`config.mk`:
```
export PLATFORM = sky130hd
export DESIGN_NAME = instr_mem_loader_flat
export DESIGN_NICKNAME = d
export VERILOG_FILES = /design/src/rtl/instr_mem_loader_if.sv /design/src/rtl/instr_mem_loader.sv /design/src/flat_wrapper.sv
export SDC_FILE = /design/constraint.sdc
export NUM_CORES = 1
export LEC_CHECK = 0
export BUFFER_PORTS_ARGS = -buffer_cell sky130_fd_sc_hd__buf_4
export CELL_PAD_IN_SITES_DETAIL_PLACEMENT = 1
export CELL_PAD_IN_SITES_GLOBAL_PLACEMENT = 2
export CORE_ASPECT_RATIO = 0.9
export CORE_UTILIZATION = 31
export CTS_BUF_LIST = sky130_fd_sc_hd__clkbuf_16
export CTS_CLUSTER_SIZE = 8
export DETAILED_ROUTE_END_ITERATION = 8
export PLACE_DENSITY = 0.78
export SLEW_MARGIN = 20
export SYNTH_ARGS = -nofsm -noshare
export SYNTH_HDL_FRONTEND = slang
export SYNTH_SLANG_ARGS = --single-unit
```
`constraint.sdc`:
```
create_clock -name clk -period 2.4 [get_ports clk]
set_clock_uncertainty 0.15 [all_clocks]
set_input_delay 0.24 -clock clk [delete_from_list [all_inputs] [get_ports clk]]
set_output_delay 0.24 -clock clk [all_outputs]
set_load 0.02 [all_outputs]
```
`src/rtl/instr_mem_loader_if.sv`:
```
// Byte-stream input and row-write output bundle of the instruction memory loader.
// slave = loader side, master = host / controller side.
interface instr_mem_loader_if #(
  parameter int ROW_W = 15
);
  logic             start;
  logic [ROW_W-1:0] base_row;
  logic             s_valid;
  logic [7:0]       s_data;
  logic             s_last;
  logic             s_ready;
  logic             wr_vld;
  logic [ROW_W-1:0] wr_addr;
  logic [63:0]      wr_data;
  logic             busy;
  logic             done;
  logic             err;
  logic [17:0]      byte_cnt;

  modport slave (
    input  start, base_row, s_valid, s_data, s_last,
    output s_ready, wr_vld, wr_addr, wr_data, busy, done, err, byte_cnt
  );

  modport master (
    output start, base_row, s_valid, s_data, s_last,
    input  s_ready, wr_vld, wr_addr, wr_data, busy, done, err, byte_cnt
  );
endinterface

```
`src/rtl/instr_mem_loader.sv`:
```
// Packs a little-endian byte stream into 64-bit instruction rows, one write per row;
// pads the final partial row and drops the rest of the image once the top row has been written.
module instr_mem_loader #(
  parameter int         ROW_W    = 15,
  parameter logic [7:0] PAD_BYTE = 8'h00
) (
  input logic               clk,
  input logic               rst_n,
  instr_mem_loader_if.slave bus
);
  typedef enum logic [2:0] {S_IDLE, S_FILL, S_WRITE, S_SINK, S_DONE} state_t;

  state_t           r_state;
  state_t           w_next;
  logic [ROW_W-1:0] r_row;
  logic [63:0]      r_stage;
  logic [2:0]       r_lane;
  logic             r_last;
  logic             r_err;
  logic [17:0]      r_byte_cnt;
  logic             w_s_ready;
  logic             w_wr_vld;
  logic             w_busy;
  logic             w_done;
  logic             w_hs;
  logic             w_row_end;
  logic             w_row_max;

  assign w_hs      = w_s_ready & bus.s_valid;
  assign w_row_end = (r_lane == 3'd7) | bus.s_last;
  assign w_row_max = (r_row == {ROW_W{1'b1}});

  always_ff @(posedge clk or negedge rst_n) begin
    if (!rst_n) r_state <= S_IDLE;
    else        r_state <= w_next;
  end

  always_comb begin
    w_next    = r_state;
    w_s_ready = 1'b0;
    w_wr_vld  = 1'b0;
    w_busy    = 1'b1;
    w_done    = 1'b0;
    case (r_state)
      S_IDLE: begin
        w_busy = 1'b0;
        if (bus.start) w_next = S_FILL;
      end
      S_FILL: begin
        w_s_ready = 1'b1;
        if (w_hs && w_row_end) w_next = S_WRITE;
      end
      S_WRITE: begin
        w_wr_vld = 1'b1;
        if (r_last)         w_next = S_DONE;
        else if (w_row_max) w_next = S_SINK;
        else                w_next = S_FILL;
      end
      S_SINK: begin
        w_s_ready = 1'b1;
        if (w_hs && bus.s_last) w_next = S_DONE;
      end
      S_DONE: begin
        w_done = 1'b1;
        w_next = S_IDLE;
      end
      default: w_next = S_IDLE;
    endcase
  end

  always_ff @(posedge clk or negedge rst_n) begin
    if (!rst_n) begin
      r_row      <= '0;
      r_stage    <= '0;
      r_lane     <= '0;
      r_last     <= 1'b0;
      r_err      <= 1'b0;
      r_byte_cnt <= '0;
    end else begin
      case (r_state)
        S_IDLE: begin
          if (bus.start) begin
            r_row      <= bus.base_row;
            r_stage    <= {8{PAD_BYTE}};
            r_lane     <= '0;
            r_last     <= 1'b0;
            r_err      <= 1'b0;
            r_byte_cnt <= '0;
          end
        end
        S_FILL: begin
          if (w_hs) begin
            r_stage[{r_lane, 3'b000} +: 8] <= bus.s_data;
            r_lane <= r_lane + 3'd1;
            if (r_byte_cnt != {18{1'b1}}) r_byte_cnt <= r_byte_cnt + 18'd1;
            if (w_row_end) r_last <= bus.s_last;
          end
        end
        S_WRITE: begin
          // Lane index has already wrapped to 0 after a full row, so only row/staging advance here.
          if (!r_last) begin
            if (w_row_max) begin
              r_err <= 1'b1;
            end else begin
              r_row   <= r_row + ROW_W'(1);
              r_stage <= {8{PAD_BYTE}};
            end
          end
        end
        default: ;
      endcase
    end
  end

  assign bus.s_ready  = w_s_ready;
  assign bus.wr_vld   = w_wr_vld;
  assign bus.wr_addr  = r_row;
  assign bus.wr_data  = r_stage;
  assign bus.busy     = w_busy;
  assign bus.done     = w_done;
  assign bus.err      = r_err;
  assign bus.byte_cnt = r_byte_cnt;
endmodule

```
`src/flat_wrapper.sv`:
```
// flat-port wrapper written by rule: the top's interface ports become plain ports
module instr_mem_loader_flat 
#(
  parameter int         ROW_W    = 15,
  parameter logic [7:0] PAD_BYTE = 8'h00
)
  (clk, rst_n, bus_start, bus_base_row, bus_s_valid, bus_s_data, bus_s_last, bus_s_ready, bus_wr_vld, bus_wr_addr, bus_wr_data, bus_busy, bus_done, bus_err, bus_byte_cnt);
  instr_mem_loader_if #(.ROW_W(ROW_W)) bus_i ();
  input logic clk;
  input logic rst_n;
  input wire logic [$bits(bus_i.start)-1:0] bus_start;
  input wire logic [$bits(bus_i.base_row)-1:0] bus_base_row;
  input wire logic [$bits(bus_i.s_valid)-1:0] bus_s_valid;
  input wire logic [$bits(bus_i.s_data)-1:0] bus_s_data;
  input wire logic [$bits(bus_i.s_last)-1:0] bus_s_last;
  output wire logic [$bits(bus_i.s_ready)-1:0] bus_s_ready;
  output wire logic [$bits(bus_i.wr_vld)-1:0] bus_wr_vld;
  output wire logic [$bits(bus_i.wr_addr)-1:0] bus_wr_addr;
  output wire logic [$bits(bus_i.wr_data)-1:0] bus_wr_data;
  output wire logic [$bits(bus_i.busy)-1:0] bus_busy;
  output wire logic [$bits(bus_i.done)-1:0] bus_done;
  output wire logic [$bits(bus_i.err)-1:0] bus_err;
  output wire logic [$bits(bus_i.byte_cnt)-1:0] bus_byte_cnt;
  assign bus_i.start = bus_start;
  assign bus_i.base_row = bus_base_row;
  assign bus_i.s_valid = bus_s_valid;
  assign bus_i.s_data = bus_s_data;
  assign bus_i.s_last = bus_s_last;
  assign bus_s_ready = bus_i.s_ready;
  assign bus_wr_vld = bus_i.wr_vld;
  assign bus_wr_addr = bus_i.wr_addr;
  assign bus_wr_data = bus_i.wr_data;
  assign bus_busy = bus_i.busy;
  assign bus_done = bus_i.done;
  assign bus_err = bus_i.err;
  assign bus_byte_cnt = bus_i.byte_cnt;
  instr_mem_loader #(.ROW_W(ROW_W), .PAD_BYTE(PAD_BYTE)) u_core (.clk(clk), .rst_n(rst_n), .bus(bus_i));
endmodule
```
==> flow_summary.toml <==
[place]
routabilityCongestion = 0.8261
place.detailed.instances = 867
placed_cell_area_mm2 = 0.006815
port-buffer-count = 129
dp_hpwl_mm = 13.24

[power]
peak_supply_drop_uv = 658.9
p_leak_nw = 3.282
power_density_mw_per_mm2 = 1146

[critical_path]
setup_cp_type = "flop to flop"
r2r-start = "u_core.r_lane[1]"
critPathRequiredTime_ps = 2490
cp_slowest_stage_delay_ps = 460
crit_path_launch = "u_core.r_lane[1]"
worstSetupEndpointType = "flop"
cp_slowest_cell = "sky130_fd_sc_hd__a221o_2"
crit_path_top_cell_by_count = "sky130_fd_sc_hd__ha_4"
wp_data_arrival_ps = 2470
crit_fanout = 8
element_type_at_the_critical_path_start = "flop"
crit_path_cell_trace = "inv_2 > ha_4 > ha_4 > nand2b_4 > or4_4 > a221o_2 > a22o_1"

[synth]
netlist_area_mm2 = 0.005396
post_syn_instances = 502
mappedNetlistNets = 537
edff_count_synth = 0
synth_seq_area_share = 0.4869
synth.yosys.warnings = 0
ys_seq_elements = 105
postSynth.asyncResetShare = 1.000
synth-main-ff-cell = "sky130_fd_sc_hd__dfrtp_1"
post_synth.cell_area_avg_um2 = 10.75
yosys.cell_types.count = 69

[floorplan]
dieHeight_um = 127.2
floorplan.die.width_um = 141.1
floorplan.initialDensity = 0.3184
floorplan.io_pins = 130
rows = 45
fp.dieArea_mm2 = 0.01794
core_region_area_mm2 = 0.01695

[global_routing]
grt_first_pass_wirelength_mm = 29.17
grt_antenna_before_repair = 0
grt_remaining_overflow = 0
maximum_number_of_pins_on_one_net_before_global_route_repair = 40
grt_pass1_vias = 5293
globalRouteTotalUtil = 0.2090

[timing]
worstMarginPinSlew_ps = 650.9
post_route_fraction_of_the_period_consumed_by_the_critical_path = 0.9911
grt_setup_unrepaired = "yes"
timing.setup.tns_ps = 0
final-hold-violation-count = 0
worst_slew_margin_rel = 0.5548
highest_achievable_clock_rate_mhz = 420.4
final_max_slew_viol_count = 0
finalSetupViolCount = 0
layout_min_cycle_time_ps = 2379

[routing]
starting_drt_drc_count = 234
routed_length_per_instance_um = 20.51
drt_drc_violations_left = 0
antenna_left = 0
drt_wl_total_mm = 18.21
drt-vias-per-instance = 5.633
via_count = 5002
dr.pass1.iters = 5

[final_layout]
final_area_mm2 = 0.007207
fillCellCount = 1918
layoutNonFillerInstCount = 888
antenna-diode-count = 0
postLayoutCoreUtil = 0.4252
nNetsFinal = 683
area_delta_synth_final_pct = 33.55
layout-drive-gt1-share = 0.3430

[clock_tree]
tritoncts.num_buffers = 9
clk_latency_ps = 360
clockBufferDepth = 2
path_clk_slew_ps = 80
cts.sink_count = 105
cts_max_level = 3
clock_tree_from_tritoncts = "done"
cts_root_buf = "sky130_fd_sc_hd__clkbuf_16"

[hold_path]
worst_hold_path_type = "primary input to flop"
timing.hold.worst.start = "bus_base_row[13]"

[flow_run]
drv_cap = 0

[status]
status = "completed"
Yosys cell counts (6+ instances only):
| library cell | instances | area share |
|---|---|---|
| sky130_fd_sc_hd__buf_2 | 15 | 0.014 |
| sky130_fd_sc_hd__a211oi_1 | 9 | 0.013 |
| sky130_fd_sc_hd__buf_1 | 8 | 0.0056 |
| sky130_fd_sc_hd__o21ai_0 | 14 | 0.013 |
| sky130_fd_sc_hd__dfrtp_1 | 105 | 0.49 |
| sky130_fd_sc_hd__and4_1 | 7 | 0.011 |
| sky130_fd_sc_hd__a21oi_1 | 11 | 0.010 |
| sky130_fd_sc_hd__nor2_1 | 23 | 0.016 |
| sky130_fd_sc_hd__a32o_1 | 33 | 0.061 |
| sky130_fd_sc_hd__inv_1 | 13 | 0.0090 |
| sky130_fd_sc_hd__clkbuf_1 | 7 | 0.0049 |
| sky130_fd_sc_hd__a31oi_1 | 8 | 0.0093 |
| sky130_fd_sc_hd__a22o_1 | 17 | 0.028 |
| sky130_fd_sc_hd__and3_1 | 17 | 0.020 |
| sky130_fd_sc_hd__nand4_1 | 14 | 0.016 |
| sky130_fd_sc_hd__nor3_1 | 7 | 0.0065 |
| sky130_fd_sc_hd__ha_1 | 7 | 0.016 |
| sky130_fd_sc_hd__mux2i_1 | 6 | 0.011 |
| sky130_fd_sc_hd__nand2_1 | 43 | 0.030 |
| sky130_fd_sc_hd__nand3_1 | 13 | 0.012 |
| sky130_fd_sc_hd__o22ai_1 | 6 | 0.0070 |
| sky130_fd_sc_hd__o211ai_1 | 8 | 0.011 |
| sky130_fd_sc_hd__o2bb2ai_1 | 16 | 0.026 |
layout by cell type (no fill, tap or decap), types with 4 or more instances in the layout:
| cell type | count |
|---|---|
| sky130_fd_sc_hd__buf_4 | 167 |
| sky130_fd_sc_hd__dfrtp_1 | 104 |
| sky130_fd_sc_hd__nand2_1 | 43 |
| sky130_fd_sc_hd__a32o_1 | 33 |
| sky130_fd_sc_hd__nor2_1 | 23 |
| sky130_fd_sc_hd__and3_1 | 17 |
| sky130_fd_sc_hd__a22o_1 | 17 |
| sky130_fd_sc_hd__o2bb2ai_1 | 16 |
| sky130_fd_sc_hd__nand4_1 | 14 |
| sky130_fd_sc_hd__nand3_1 | 13 |
| sky130_fd_sc_hd__o21ai_0 | 12 |
| sky130_fd_sc_hd__inv_1 | 11 |
| sky130_fd_sc_hd__a21oi_1 | 10 |
| sky130_fd_sc_hd__a211oi_1 | 9 |
| sky130_fd_sc_hd__clkbuf_16 | 9 |
| sky130_fd_sc_hd__a31oi_1 | 8 |
| sky130_fd_sc_hd__o211ai_1 | 8 |
| sky130_fd_sc_hd__nor3_1 | 7 |
| sky130_fd_sc_hd__and4_1 | 7 |
| sky130_fd_sc_hd__o22ai_1 | 6 |
| sky130_fd_sc_hd__mux2i_1 | 6 |
| sky130_fd_sc_hd__o221ai_2 | 6 |
| sky130_fd_sc_hd__a2bb2oi_1 | 5 |
| sky130_fd_sc_hd__nor2b_1 | 4 |
| sky130_fd_sc_hd__or4_1 | 4 |
| sky130_fd_sc_hd__ha_1 | 4 |
power breakdown:
group / internal, mW / leakage [nW] / switching [mW]
Clock: 0.742 / 0.146 / 0.762
Combinational: 1.63 / 1.72 / 2.52
Sequential: 2.14 / 1.42 / 0.479
area by class of cell:
type                       instances  area, um^2  share of cell area
clock inverter                     7       85.08             0.01181
sequential                       105        2629              0.3648
tap                              235       294.0             0.04080
multi-input combinational        347        2608              0.3618
timing repair buffer             171        1314              0.1823
inverter                          14       52.55            0.007292
clock buffer                       9       225.2             0.03125
routing by layer:
layer | GRT usage | vias up | wire length, um
met5 | 0 | - | 0
met4 | 0.07481 | 0 | 315
met3 | 0.03448 | 24 | 701
met2 | 0.3401 | 130 | 8895
met1 | 0.2807 | 2574 | 8297
li1 | - | 2274 | -
worst max-delay path, delay by kind of cell, from the launching register on:
kind	cells	cell delay (ps)
buffers and inverters	1	60
AND/OR/NAND/NOR	2	490
AO/OA/AOI/OAI	2	690
adder cells (fa/ha/maj)	2	470
flip-flops	1	400
path summary, 6_finish.rpt:
check / to / slack, ps / cells past startpoint
min in group asynchronous: u_core.bus.wr_data[42] / 270 / 2
hold reg to reg: u_core.bus.wr_data[45] / 350 / 1
setup reg to reg: u_core.bus.wr_data[34] / 20 / 7
setup / recovery: u_core.bus.wr_data[34] / 20 / 7
hold / removal: u_core.bus.wr_addr[13] / 20 / 3
max in group asynchronous: u_core.bus.wr_data[5] / 1210 / 3
what timing repair did:
item | in CTS | in global routing
buffers inserted | 0 | 3
pin swaps | 1 | 4
hold buffers | 2 | 0
endpoints found under the hold margin | 38 | 0
setup endpoints to repair | 8 | 58
resized for setup | 1 | 10
cloned | 0 | 0
cell families after synthesis:
family          Yosys count  share of synthesized area
mux                       7                    0.01322
buf+inv                  50                    0.04359
simple gates            163                     0.1762
flops                   105                     0.4869
compound gates          170                     0.2639
fa+ha+maj                 7                    0.01623
flip-flops by register name, summed over array words and instances, names as in the netlist:
| name | flops |
|---|---|
| u_core.bus.wr_data | 64 |
| u_core.bus.wr_addr | 15 |
| u_core.r_last | 1 |
| u_core.r_lane | 3 |
| u_core.bus.byte_cnt | 18 |
| u_core.r_state | 3 |
| u_core.bus.err | 1 |
per-stage QoR:
step	power [mW]	hold slack (ps)	worst slack (ps)
after global placement	6.538	116.3	44.34
after floorplan	4.985	-205.6	6.662
final	8.261	22.34	21.33
after detailed placement	6.662	127.9	-5.933
after global routing	8.798	18.91	-32.00
after CTS	8.216	5.085	4.320
Power figures use the tool's default switching activity.
